<file path="config.mk">
export PLATFORM = sky130hd
export DESIGN_NAME = cdc_fifo_wr_ctrl
export DESIGN_NICKNAME = d
export VERILOG_FILES = /design/src/rtl/cdc_fifo_wr_ctrl.sv
export SDC_FILE = /design/constraint.sdc
export NUM_CORES = 1
export LEC_CHECK = 0
export ABC_CLOCK_PERIOD_IN_PS = 3450
export CORE_UTILIZATION = 46
export CTS_CLUSTER_DIAMETER = 60
export DETAILED_ROUTE_END_ITERATION = 12
export PLACE_DENSITY = 0.77
export SLEW_MARGIN = 20
export SYNTH_ARGS = -nofsm -noshare
export SYNTH_HDL_FRONTEND = slang
export SYNTH_SLANG_ARGS = --single-unit
</file>
<file path="constraint.sdc">
create_clock -name clk -period 3.45 [get_ports clk]
set_input_delay 0.5175 -clock clk [delete_from_list [all_inputs] [get_ports clk]]
set_output_delay 0.5175 -clock clk [all_outputs]
set_load 0.05 [all_outputs]
</file>
<file path="src/rtl/cdc_fifo_wr_ctrl.sv">
`default_nettype none
// ============================================================================
// Module      : cdc_fifo_wr_ctrl
// Description : Write-side controller of an asynchronous FIFO. Generates RAM
//               write strobe/address and the binary/gray write pointers,
//               derives fill level and full from the synchronised read
//               pointer, and sequences the flush/drain handshake.
// Revision    : 1.0 - initial release
// ============================================================================
module cdc_fifo_wr_ctrl #(
    parameter int ADDR_WIDTH  = 3,
    parameter int SYNC_STAGES = 2
) (
    input  logic                  clk,
    input  logic                  sysRst,
    input  logic                  wrValid,
    output logic                  wrReady,
    output logic                  wrEn,
    output logic [ADDR_WIDTH-1:0] wrAddr,
    output logic [ADDR_WIDTH:0]   wrPtrGray,
    input  logic [ADDR_WIDTH:0]   rdPtrGrayAsync,
    output logic [ADDR_WIDTH:0]   level,
    output logic                  full,
    input  logic                  flushReq,
    output logic                  flushAck
);

    localparam int                c_PTR_W    = ADDR_WIDTH + 1;
    localparam logic [ADDR_WIDTH:0] c_FULL_LVL = {1'b1, {ADDR_WIDTH{1'b0}}};
    localparam logic [ADDR_WIDTH:0] c_ONE      = {{ADDR_WIDTH{1'b0}}, 1'b1};

    typedef enum logic [1:0] {
        S_RUN   = 2'd0,
        S_DRAIN = 2'd1,
        S_ACK   = 2'd2
    } state_t;

    state_t              r_state;
    logic [ADDR_WIDTH:0] r_wrBin;
    logic [ADDR_WIDTH:0] r_wrGray;
    logic [ADDR_WIDTH:0] r_rdSync [SYNC_STAGES];
    logic                r_flushAck;

    logic [ADDR_WIDTH:0] w_rdGraySync;
    logic [ADDR_WIDTH:0] w_rdBin;
    logic [ADDR_WIDTH:0] w_level;
    logic [ADDR_WIDTH:0] w_wrBinNext;
    logic                w_full;
    logic                w_fullGray;
    logic                w_wrReady;
    logic                w_wrEn;

    assign w_rdGraySync = r_rdSync[SYNC_STAGES-1];

    // Gray-to-binary: each binary bit is the XOR of all gray bits at or above it.
    always_comb begin
        w_rdBin = '0;
        for (int i = 0; i < c_PTR_W; i++) begin
            w_rdBin[i] = ^(w_rdGraySync >> i);
        end
    end

    assign w_level     = r_wrBin - w_rdBin;
    assign w_full      = (w_level == c_FULL_LVL);
    assign w_fullGray  = (r_wrGray == {~w_rdGraySync[ADDR_WIDTH:ADDR_WIDTH-1],
                                       w_rdGraySync[ADDR_WIDTH-2:0]});
    assign w_wrReady   = (r_state == S_RUN) & ~w_full & ~flushReq;
    assign w_wrEn      = wrValid & w_wrReady;
    assign w_wrBinNext = r_wrBin + c_ONE;

    always_ff @(posedge clk) begin
        if (sysRst) begin
            r_wrBin  <= '0;
            r_wrGray <= '0;
        end else if (w_wrEn) begin
            r_wrBin  <= w_wrBinNext;
            r_wrGray <= w_wrBinNext ^ (w_wrBinNext >> 1);
        end
    end

    always_ff @(posedge clk) begin
        if (sysRst) begin
            for (int i = 0; i < SYNC_STAGES; i++) begin
                r_rdSync[i] <= '0;
            end
        end else begin
            r_rdSync[0] <= rdPtrGrayAsync;
            for (int i = 1; i < SYNC_STAGES; i++) begin
                r_rdSync[i] <= r_rdSync[i-1];
            end
        end
    end

    // Pointers are never touched by a flush; the reader drains to our pointer.
    always_ff @(posedge clk) begin
        if (sysRst) begin
            r_state    <= S_RUN;
            r_flushAck <= 1'b0;
        end else begin
            r_flushAck <= 1'b0;
            case (r_state)
                S_RUN: begin
                    if (flushReq) begin
                        r_state <= S_DRAIN;
                    end
                end
                S_DRAIN: begin
                    if (w_level == '0) begin
                        r_state    <= S_ACK;
                        r_flushAck <= 1'b1;
                    end
                end
                S_ACK: begin
                    r_state <= S_RUN;
                end
                default: begin
                    r_state <= S_RUN;
                end
            endcase
        end
    end

    always_ff @(posedge clk) begin
        if (!sysRst) begin
            assert (w_full == w_fullGray);
        end
    end

    assign wrReady   = w_wrReady;
    assign wrEn      = w_wrEn;
    assign wrAddr    = r_wrBin[ADDR_WIDTH-1:0];
    assign wrPtrGray = r_wrGray;
    assign level     = w_level;
    assign full      = w_full;
    assign flushAck  = r_flushAck;

endmodule
`default_nettype wire

</file>
== After elaboration in Yosys (flattened, before gate mapping) ==
Memory sizes are Yosys's and may differ from the RTL's.
Index checks and enable logic that the tools add are counted.
Storage, ports and cells
  register bits: 11
  memory bits (writable): 8
  bits of input ports: 8
  logic and storage cells: 37
  memories kept: 1
Operators by class
  add/subtract/negate cells: 2
  equality and inequality tests: 4
  multiplexer cells: 9
  bitwise gates (word level): 9
  reduce and logical (&&, ||, !) cells: 8
Memory list
  r_rdSync: words 2, width 4, rd ports 2, clocked after memory_dff 0, write ports 2, RTL line 41  | logic [ADDR_WIDTH:0] r_rdSync [SYNC_STAGES];
Operators by type and width (number)
  XOR reduction 4 bit: 4
  two-way mux 4 bit: 2
  adder 4 x 1 -> 4 bit (second input constant): 1
  == test 4 bit (second input constant): 1
  logical NOT 4 bit: 1
  two-way mux 1 bit: 4
  two-way mux 2 bit: 2
  inequality test 2 bit (second input constant): 2
  one-hot mux 2 bit (2 select lines): 1
  subtractor 4 bit: 1
  bitwise XOR 4 x 3 -> 4 bit: 1
  AND 1 bit: 3
  NOT 1 bit: 3
  == test 2 x 1 -> 1 bit (second input constant): 1
  logical NOT 2 bit: 1
  OR 1 bit: 2
  AND reduction 2 bit: 1
  OR reduction 2 bit: 1

== Longest topological paths before layout ==
  depth after elaboration: 7
  gate-level depth with buffers: 11
  gate-level depth less buffers: 11

== Worst setup path after synthesis ==
No wires, ideal clock.
  path type: register -> output
  start: mem r_rdSync[0][7] (netlist bit)
  end: out full
  data arrival time: 2.910 ns
  path slack: 0.023 ns
  stages on the path, launching flop included: 9
  buffers on the path: 0
  cells stage by stage: dfxtp_1 -> xnor2_1 -> xor2_1 -> xnor2_1 -> ha_1 -> fa_1 -> xor2_2 -> nand3_2 -> nor3_1
RTL lines
  start: declaration: RTL line 41
  end: declaration: RTL line 23  | output logic full,

==> results_dict.tcl <==
set metrics [dict create \
    postLayoutCoreUtil_pct 67.9 \
    worst_slew_pin_slew_ps 643 \
    route.vias.total 720 \
    drc_errors 0 \
    period_share_pct 94.5 \
    cts-root-buf "clkbuf_4" \
    setup_viol 0 \
    ant_nets 0 \
    cts_tree "done" \
    power_mw 0.581 \
    dp_hpwl_um 1220 \
    ioPinCount 23 \
    finalCriticalPeriod_ps 3260 \
    synth.distinct_cells 22 \
    drive_gt1_share_pct 16.0 \
    syn_area_um2 861 \
    numCtsBuffers 3 \
    clk_latency_ps 290 \
    endpoint_kind "primary output" \
    cpPeakStageDelay_ps 550 \
    outcome "complete, no violations" \
    grt_pass1_vias 591 \
    clock_sinks 18 \
    fin_worst_skew_ps 6.93 \
    antenna_cells 0 \
    ir_worst_vdd_mv 0.299 \
    grt_max_degree 19 \
    r2r_setup_slack_ps 670 \
    overflow 0 \
    hold_class "reg2reg" \
    drv_cap 0 \
    cts-htree-levels 1 \
    powerDensity_nw_per_um2 490 \
    cts.clk_slew.worst_paths_ps 100 \
    crit_buf_inv 2 \
    grt_usage_pct 18.7 \
    wl_um 1770 \
    rsz0062_at_grt "false" \
    grt_pass1_wl_um 2630 \
    finalInstanceArea_um2 1180 \
    arrival_ps 2740 \
    clock.fmax_mhz 307 \
    core_area_um2 1750 \
    seq_area_frac_synth_pct 41.9 \
    portBuffers 22 \
    ctsLongestPathBuffers 2 \
    cts-hold-fix-buffers 0 \
    rows 15 \
    drtIter0Drc 10 \
    placed_cells 137 \
    syn-num-nets 105 \
    worst-path-max-fanout 7 \
    firstDrtPassIters 4 \
    place_congestion 0.905 \
    finalMaxSlewViolations 0 \
    syn_to_final_growth_pct 37.6 \
    path_class "reg2out" \
    yosys-top-cells-area "dfxtp_1 42%, nor2b_1 6.5%, xnor2_1 6.1%" \
    start_kind "register" \
    synth_ff_type "dfxtp_1" \
    synth_common_cells "18 x dfxtp_1, 9 x nor2b_1, 8 x a21oi_1, 8 x inv_1, 7 x o21ai_0" \
    placed_area_um2 1110 \
    setup_tns_ps 0 \
    nets 133 \
    antenna_found_initial 0 \
    synth_top_area_cell "dfxtp_1" \
    vias_per_cell 5.00 \
    synth_edf_count 0 \
    crit_chain "xnor2_2 -> xor2_1 -> xnor2_1 -> ha_1 -> fa_2 -> nand3_2 -> o31ai_4 -> inv_4 -> buf_4" \
    synth.avg_cell_area_um2 9.36 \
    die_y_um 45.3 \
    worstPathRequired_ps 2930 \
    slew_headroom_pct 57.0 \
    synth.top_cell.area_share_pct 41.9 \
    synth.most_common_cell "dfxtp_1" \
    cpLargestDelayFamily "adder cells" \
    initial_core_util_pct 49.3 \
    final_hold_viol_count 0 \
    synth_seq_cells 18 \
    wire_per_inst_um 12.3 \
    ys.warnings.count 0 \
    power_leakage_nw 0.487 \
    dieArea_um2 2050 \
    synthCells 92 \
    ys_async_sr_fraction_pct 0 \
    die_width_um 45.3 \
    crit_slowest_cell "fa_2" \
    instances_no_fill 144 \
]
[where the power goes]
part | internal (mW) | switching (mW)
logic | 0.0846 | 0.143
registers | 0.217 | 0.00647
clock network | 0.0643 | 0.0653
[metal layers]
metal / vias to the layer above / part of all wire [%] / global-route usage (%)
met5: - / 0 / 0
met4: 0 / 0.68 / 13.9
met3: 2 / 4.8 / 2.80
met2: 27 / 51 / 28.1
met1: 328 / 43 / 24.0
li1: 363 / - / -
[kinds of logic after synthesis]
logic type                 count (synthesis)  share of synthesized area, %
AOI/OAI and AO/OA                         18                          14.0
xor gates and xnor gates                  10                          11.0
adders and majority gates                  5                          8.14
buffers and inverters                     11                          5.09
DFF                                       18                          41.9
muxes                                      1                          1.31
and+or+nand+nor                           29                          18.6
[path summary, 6_finish.rpt]
kind / cells past startpoint / to / from
hold / removal: 1 / r_rdSync[0][6] / r_rdSync[0][2]
setup / recovery: 9 / wrReady / r_rdSync[0][6]
setup reg to reg: 10 / r_wrBin[3] / r_rdSync[0][6]
hold reg to reg: 1 / r_rdSync[0][6] / r_rdSync[0][2]
[metrics by stage]
stage,setup slack [ps],hold WS (ps)
5_1_grt,15.8,463
2_1_floorplan,22.7,414
3_5_place_dp,223,420
4_1_cts,37.5,444
6_report,189,446
3_3_place_gp,379,415
[worst reg2reg max path, cell delays in order (launching register included)]
cell and delay, ps:
dfxtp_1 340, xnor2_2 190, xor2_1 240, xnor2_1 120
ha_1 220, fa_2 550, nand3_2 130, o31ai_4 380
buf_4 200, nor3_1 60, mux2_2 270
[layout by cell type, fill, tap and decap left out, drive strengths merged]
cell,Yosys,layout
inv,9,9
xnor2,6,6
nor2,6,6
o21ai,7,7
xor2,4,4
nand3b,1,1
dlymetal6s2s,0,1
dfxtp,18,18
ha,4,4
a31o,1,1
a311oi,1,1
nand3,7,7
nor3,3,3
nor2b,9,9
clkdlybuf4s50,0,17
clkbuf,2,4
fa,1,1
mux2,1,1
and3,3,3
a21oi,8,8
dlygate4sd2,0,1
buf,0,6
o31ai,1,1
[final cells by class]
cell class | instances | area, µm²
multi-input combinational | 63 | 467
tap | 25 | 31.3
clock buffer | 4 | 36.3
sequential | 18 | 362
timing repair buffer | 25 | 253
fill | 139 | 561
inverter | 9 | 36.3
[repair_timing]
action / 4_1_cts / 5_1_grt
gates cloned: 0 / 0
buffers inserted: 1 / 2
gates resized for setup: 1 / 5
pin swaps: 1 / 6
endpoints found under the setup margin: 3 / 5
[sequential cells by signal (all words and copies together) (netlist names)]
signal and count:
r_state 2, r_rdSync 8, wrPtrGray 3, flushAck 1
r_wrBin 4
(Power assumes the default switching activity.)
